File: src/rtl/alu_arb_pkg.sv
// Shared definitions for the two-requester ALU arbiter: command codes,
// status bit positions and FSM state encoding.
package alu_arb_pkg;

    localparam int unsigned CMD_W  = 4;
    localparam int unsigned STAT_W = 4;

    // Bit positions inside the {N,Z,C,V} status word
    localparam int unsigned ST_N = 3;
    localparam int unsigned ST_Z = 2;
    localparam int unsigned ST_C = 1;
    localparam int unsigned ST_V = 0;

    localparam logic [CMD_W-1:0] CMD_NOP = 4'b0000;
    localparam logic [CMD_W-1:0] CMD_MOV = 4'b0001;
    localparam logic [CMD_W-1:0] CMD_ADD = 4'b0010;
    localparam logic [CMD_W-1:0] CMD_ADC = 4'b0011;
    localparam logic [CMD_W-1:0] CMD_SUB = 4'b0100;
    localparam logic [CMD_W-1:0] CMD_SBC = 4'b0101;
    localparam logic [CMD_W-1:0] CMD_AND = 4'b0110;
    localparam logic [CMD_W-1:0] CMD_ORR = 4'b0111;
    localparam logic [CMD_W-1:0] CMD_EOR = 4'b1000;
    localparam logic [CMD_W-1:0] CMD_MVN = 4'b1001;

    typedef enum logic {
        S_IDLE = 1'b0,
        S_RESP = 1'b1
    } arb_state_t;

endpackage

File: src/rtl/arb_rr2.sv
// Two-way grant logic. With ALU_ARB_RR_EN defined a pointer alternates the
// preferred requester after every grant; otherwise req0 always wins.
module arb_rr2 (
`ifdef ALU_ARB_RR_EN
    input  logic       clk,
    input  logic       rst,
`endif
    input  logic       en,
    input  logic [1:0] req,
    output logic [1:0] gnt
);

    logic prefer1;

`ifdef ALU_ARB_RR_EN
    // Pointer names the requester that wins the next contention
    always_ff @(posedge clk) begin
        if (rst) begin
            prefer1 <= 1'b0;
        end else if (gnt != 2'b00) begin
            prefer1 <= gnt[0];
        end
    end
`else
    assign prefer1 = 1'b0;
`endif

    always_comb begin
        gnt = 2'b00;
        if (en) begin
            if (req[0] && req[1]) begin
                gnt = prefer1 ? 2'b10 : 2'b01;
            end else if (req[0]) begin
                gnt = 2'b01;
            end else if (req[1]) begin
                gnt = 2'b10;
            end
        end
    end

endmodule

File: src/rtl/alu_arbiter.sv
// Shares one external combinational ALU between two requesters and holds a
// single registered response. Build option: ALU_ARB_RR_EN (round-robin).
module alu_arbiter
    import alu_arb_pkg::*;
#(
    parameter int unsigned DATA_W = 32
) (
    input  logic              clk,
    input  logic              rst,

    input  logic              req0_valid,
    output logic              req0_ready,
    input  logic [3:0]        req0_cmd,
    input  logic [DATA_W-1:0] req0_op1,
    input  logic [DATA_W-1:0] req0_op2,
    input  logic              req0_s,

    input  logic              req1_valid,
    output logic              req1_ready,
    input  logic [3:0]        req1_cmd,
    input  logic [DATA_W-1:0] req1_op1,
    input  logic [DATA_W-1:0] req1_op2,
    input  logic              req1_s,

    output logic [3:0]        alu_command,
    output logic [3:0]        alu_status_in,
    output logic [DATA_W-1:0] alu_operand1,
    output logic [DATA_W-1:0] alu_operand2,
    input  logic [DATA_W-1:0] alu_result,
    input  logic [3:0]        alu_status,

    output logic              rsp_valid,
    input  logic              rsp_ready,
    output logic              rsp_id,
    output logic [DATA_W-1:0] rsp_result,
    output logic [3:0]        rsp_status,

    output logic [3:0]        status_q
);

    arb_state_t state;
    logic       accept;
    logic [1:0] gnt;
    logic       gnt_any;
    logic       gnt_s;

    // A new op may enter when the response slot is empty or being drained
    assign accept  = !rst && ((state == S_IDLE) || rsp_ready);
    assign gnt_any = gnt[0] | gnt[1];

    arb_rr2 u_arb (
`ifdef ALU_ARB_RR_EN
        .clk (clk),
        .rst (rst),
`endif
        .en  (accept),
        .req ({req1_valid, req0_valid}),
        .gnt (gnt)
    );

    assign req0_ready    = gnt[0];
    assign req1_ready    = gnt[1];
    assign alu_status_in = status_q;

    always_comb begin
        alu_command  = CMD_NOP;
        alu_operand1 = '0;
        alu_operand2 = '0;
        gnt_s        = 1'b0;
        if (gnt[0]) begin
            alu_command  = req0_cmd;
            alu_operand1 = req0_op1;
            alu_operand2 = req0_op2;
            gnt_s        = req0_s;
        end else if (gnt[1]) begin
            alu_command  = req1_cmd;
            alu_operand1 = req1_op1;
            alu_operand2 = req1_op2;
            gnt_s        = req1_s;
        end
    end

    // Response slot and architectural status; a grant captures the ALU output
    always_ff @(posedge clk) begin
        if (rst) begin
            state      <= S_IDLE;
            rsp_valid  <= 1'b0;
            rsp_id     <= 1'b0;
            rsp_result <= '0;
            rsp_status <= 4'b0000;
            status_q   <= 4'b0000;
        end else begin
            case (state)
                S_IDLE: begin
                    if (gnt_any) begin
                        state      <= S_RESP;
                        rsp_valid  <= 1'b1;
                        rsp_id     <= gnt[1];
                        rsp_result <= alu_result;
                        rsp_status <= alu_status;
                        if (gnt_s) begin
                            status_q <= alu_status;
                        end
                    end
                end
                S_RESP: begin
                    if (gnt_any) begin
                        state      <= S_RESP;
                        rsp_valid  <= 1'b1;
                        rsp_id     <= gnt[1];
                        rsp_result <= alu_result;
                        rsp_status <= alu_status;
                        if (gnt_s) begin
                            status_q <= alu_status;
                        end
                    end else if (rsp_ready) begin
                        state     <= S_IDLE;
                        rsp_valid <= 1'b0;
                    end
                end
                default: begin
                    state     <= S_IDLE;
                    rsp_valid <= 1'b0;
                end
            endcase
        end
    end

endmodule

File: config.mk
export PLATFORM = sky130hd
export DESIGN_NAME = alu_arbiter
export DESIGN_NICKNAME = d
export VERILOG_FILES = /design/src/rtl/alu_arb_pkg.sv /design/src/rtl/arb_rr2.sv /design/src/rtl/alu_arbiter.sv
export SDC_FILE = /design/constraint.sdc
export NUM_CORES = 1
export LEC_CHECK = 0
export CAP_MARGIN = 0
export CORE_AREA = 3 3 115 117
export CTS_BUF_LIST = sky130_fd_sc_hd__clkbuf_4 sky130_fd_sc_hd__clkbuf_8
export DETAILED_ROUTE_END_ITERATION = 16
export DIE_AREA = 0 0 118 120
export GPL_TIMING_DRIVEN = 0
export PLACE_DENSITY = 0.69
export SYNTH_ARGS = -nofsm -noshare
export SYNTH_HDL_FRONTEND = slang
export SYNTH_SLANG_ARGS = --single-unit
File: constraint.sdc
create_clock -name clk -period 2.1 [get_ports clk]
set_clock_uncertainty 0.1 [all_clocks]
set_input_delay 0.315 -clock clk [delete_from_list [all_inputs] [get_ports clk]]
set_output_delay 0.315 -clock clk [all_outputs]
set_load 0.1 [all_outputs]
==> report_table.html <==
<table>
<tr><th>Metric</th><th>Value</th></tr>
<tr><th colspan="2">Die</th></tr>
<tr><td>Die Width</td><td>118 um</td></tr>
<tr><td>Core box area</td><td>12,500 um^2</td></tr>
<tr><td>Initial core utilization</td><td>19.6%</td></tr>
<tr><td>Die Area</td><td>14,200 um^2</td></tr>
<tr><td>Num rows</td><td>41</td></tr>
<tr><td>Die outline height</td><td>120 um</td></tr>
<tr><td>Io pins</td><td>295</td></tr>
<tr><th colspan="2">Setup path</th></tr>
<tr><td>Max stage delay cell, worst path</td><td>sky130_fd_sc_hd__dfxtp_2</td></tr>
<tr><td>Required time of the critical path</td><td>1.68 ns</td></tr>
<tr><td>Critical path launch point</td><td>state</td></tr>
<tr><td>Setup CP Type</td><td>register to output port</td></tr>
<tr><td>Top cell by count, worst path</td><td>sky130_fd_sc_hd__buf_12</td></tr>
<tr><td>Worst R2R Start</td><td>state</td></tr>
<tr><td>Worst setup SP type</td><td>register</td></tr>
<tr><td>CP endpoint kind</td><td>output port</td></tr>
<tr><td>CP max stage delay</td><td>0.33 ns</td></tr>
<tr><td>Arrival time of data at the critical path endpoint</td><td>1.88 ns</td></tr>
<tr><td>Worst path cell trace</td><td>nor2b_4, nor4b_4, buf_12, buf_12, buf_12, buf_16, a22o_4, buf_12</td></tr>
<tr><td>Largest fanout on the critical path</td><td>5</td></tr>
<tr><th colspan="2">Placed design</th></tr>
<tr><td>Number of placed instances, taps included</td><td>744</td></tr>
<tr><td>Routability Congestion</td><td>0.884</td></tr>
<tr><td>Total half-perimeter wirelength after legalization and detailed placement</td><td>11,800 um</td></tr>
<tr><td>Port bufs</td><td>294</td></tr>
<tr><th colspan="2">Clock network</th></tr>
<tr><td>Number of buffers on the longest clock path</td><td>2</td></tr>
<tr><td>Number of hold buffers added after cts</td><td>0</td></tr>
<tr><td>TritonCTS clock tree</td><td>built</td></tr>
<tr><td>Cts bufs inserted</td><td>5</td></tr>
<tr><td>Number of clock sinks</td><td>43</td></tr>
<tr><td>Insertion delay to the later sink of the worst-skew pair</td><td>0.29 ns</td></tr>
<tr><td>Clock slew seen by the registers of the worst setup and hold paths</td><td>0.08 ns</td></tr>
<tr><td>CTS H-tree depth</td><td>2</td></tr>
<tr><td>Library cell used as clock root buffer</td><td>sky130_fd_sc_hd__clkbuf_8</td></tr>
<tr><th colspan="2">Final layout</th></tr>
<tr><td>Multi-input logic area</td><td>1780 um^2</td></tr>
<tr><td>Share of final-layout standard cells stronger than drive strength 1</td><td>32.5%</td></tr>
<tr><td>Most common cell after layout, fill and taps aside</td><td>sky130_fd_sc_hd__clkdlybuf4s50_1</td></tr>
<tr><td>Commonest cells after routing, fill and taps aside</td><td>sky130_fd_sc_hd__clkdlybuf4s50_1, sky130_fd_sc_hd__buf_12, sky130_fd_sc_hd__a22o_4</td></tr>
<tr><td>Sequential cell area</td><td>862 um^2</td></tr>
<tr><td>Count of inserted antenna diode cells</td><td>0</td></tr>
<tr><td>Total number of nets in the final design</td><td>775</td></tr>
<tr><td>Post-layout instance count excluding filler cells</td><td>769</td></tr>
<tr><td>Synth-to-layout area growth</td><td>195%</td></tr>
<tr><td>Count of fill cells added during filler insertion</td><td>1,032</td></tr>
<tr><th colspan="2">Yosys</th></tr>
<tr><td>YS warnings</td><td>0</td></tr>
<tr><td>Post-Synthesis Cells</td><td>278</td></tr>
<tr><td>Mapped Nets</td><td>457</td></tr>
<tr><td>Avg Inst Size Synth</td><td>8.79 um^2</td></tr>
<tr><td>Post-synthesis instance area</td><td>2440 um^2</td></tr>
<tr><td>Sequential-to-total area share from yosys stat</td><td>35.2%</td></tr>
<tr><td>Post-synth cell types</td><td>24</td></tr>
<tr><td>Count of state elements after synthesis</td><td>43</td></tr>
<tr><th colspan="2">Power</th></tr>
<tr><td>Power density normalized to cell area</td><td>521 nW/um^2</td></tr>
<tr><td>Leakage power total</td><td>3.26 nW</td></tr>
<tr><td>Worst ir drop on vdd</td><td>0.387 mV</td></tr>
<tr><th colspan="2">STA</th></tr>
<tr><td>Final Hold Violating Endpoints</td><td>0</td></tr>
<tr><td>Achievable frequency</td><td>0.435 GHz</td></tr>
<tr><td>Period utilisation layout</td><td>110%</td></tr>
<tr><td>Shortest period the worst path allows</td><td>2.30 ns</td></tr>
<tr><td>Setup TNS</td><td>-8.15 ns</td></tr>
<tr><td>Worst Max-Slew Pin Slew</td><td>1.01 ns</td></tr>
<tr><td>Slack of the critical path</td><td>-0.200 ns</td></tr>
<tr><td>Slew Limit Fails</td><td>0</td></tr>
<tr><td>Remaining max-slew budget at the tightest pin</td><td>33.1%</td></tr>
<tr><td>Setup repair after global routing missed its margin</td><td>true</td></tr>
<tr><td>Count of endpoints failing setup in the final report</td><td>69</td></tr>
<tr><th colspan="2">Drt</th></tr>
<tr><td>Post-detailed-route count of antenna-violating nets</td><td>0</td></tr>
<tr><td>Routed wire length</td><td>15,800 um</td></tr>
<tr><td>Number of detailed-routing iterations run before antenna repair</td><td>4</td></tr>
<tr><td>Via count normalized by instance count</td><td>4.59</td></tr>
<tr><td>Violation count after the first detailed-routing iteration</td><td>123</td></tr>
<tr><td>Routed length per placed instance</td><td>20.5 um</td></tr>
<tr><td>Post-route DRC violation count</td><td>0</td></tr>
<tr><td>Via count</td><td>3,531</td></tr>
<tr><th colspan="2">GRT</th></tr>
<tr><td>Via count of the first global-routing pass</td><td>3,826</td></tr>
<tr><td>Total overflow reported by the global router</td><td>0</td></tr>
<tr><td>Antenna violations before repair</td><td>1</td></tr>
<tr><td>Aggregate global-route resource usage</td><td>21.2%</td></tr>
<tr><td>Maximum number of pins on one net before global-route repair</td><td>14</td></tr>
<tr><td>Wire length of the first global-routing pass</td><td>23,600 um</td></tr>
<tr><th colspan="2">Outcome</th></tr>
<tr><td>Status</td><td>finished with violations</td></tr>
<tr><td>Violations in the final reports</td><td>negative setup slack</td></tr>
<tr><th colspan="2">Flow run</th></tr>
<tr><td>Max capacitance violation total</td><td>0</td></tr>
<tr><th colspan="2">Min path</th></tr>
<tr><td>Type of the tightest min-delay check</td><td>primary input to register</td></tr>
<tr><td>Startpoint of the lowest-slack hold path</td><td>rst</td></tr>
</table>
through the flow:
stage / setup WS [ns] / area (um^2) / power [W] / util, % / hold WS (ns)
final: -0.200 / 7220 / 0.00376 / 57.9 / 0.324
after global placement: -1.59 / 5690 / 0.00291 / 45.6 / 0.346
after global routing: -0.286 / 7220 / 0.00389 / 57.9 / 0.343
after detailed placement: -1.56 / 5690 / 0.00292 / 45.6 / 0.349
after floorplan: -0.0754 / 2530 / 0.00223 / - / 0.284
after CTS: -0.224 / 7230 / 0.00378 / 58.0 / 0.307
registers in the layout, indices dropped and copies added, names as in the netlist:
signal,flops
rsp_valid,1
alu_status_in,4
rsp_id,1
rsp_result,32
rsp_status,4
state,1
cells in the mapped netlist, drive strengths merged:
cell / count / share of area, %
nor2: 1 / 0.15
mux2i: 4 / 1.6
a31o: 1 / 0.36
dfxtp: 43 / 35
nand2: 10 / 1.5
o211ai: 36 / 11
nor2b: 1 / 0.56
inv: 35 / 5.4
nand2b: 1 / 0.26
clkbuf: 12 / 1.8
buf: 23 / 7.6
a22o: 68 / 25
nor4b: 1 / 0.97
nand3: 2 / 0.41
o21ai: 36 / 7.4
or3: 1 / 0.26
a21oi: 2 / 0.41
a211o: 1 / 0.36
layer usage:
layer | vias up | routed length [um] | GRT usage [%]
li1 | 1669 | - | -
met1 | 1665 | 5640 | 22.3
met2 | 171 | 8640 | 41.8
met3 | 24 | 1240 | 6.22
met4 | 2 | 261 | 3.88
met5 | - | 17 | 0
where the power goes:
part           total [W]  internal (W)  switching [W]
combinational    0.00234      0.000886        0.00145
clock           0.000520      0.000245       0.000275
sequential      0.000906      0.000875      0.0000307
timing repair:
action | CTS | global route
cloned | 6 | 0
pin swaps | 37 | 27
endpoints found under the setup margin | 116 | 71
setup buffers | 16 | 1
resized for setup | 768 | 11
worst max-delay path, delay by kind of cell (launching register included):
kind                   cells  cell delay [ns]
DFF                        1             0.33
and+or+nand+nor            2             0.45
AOI/OAI and AO/OA          1             0.14
buffers and inverters      5             0.67
cell type report:
| type | count | area share [%] |
|---|---|---|
| timing repair buffer | 312 | 53.6 |
| clock inverter | 2 | 0.173 |
| clock buffer | 6 | 1.06 |
| buffer | 34 | 3.81 |
| sequential | 43 | 11.9 |
| tap | 172 | 2.98 |
| inverter | 35 | 1.85 |
| multi-input combinational | 165 | 24.6 |
logic make-up after synthesis:
family,synth area share (%)
muxes,1.64
AOI/OAI and AO/OA,44.2
and+or+nand+nor,4.15
DFF,35.2
buffers and inverters,14.8
path summary, 6_finish.rpt:
path	to	cells after the start	slack, ns
max	alu_operand1[25]	8	-0.20
min	state	2	0.32
max reg2reg	rsp_result[28]	5	0.49
min reg2reg	rsp_valid	2	0.36
Power figures use the tool's default switching activity.
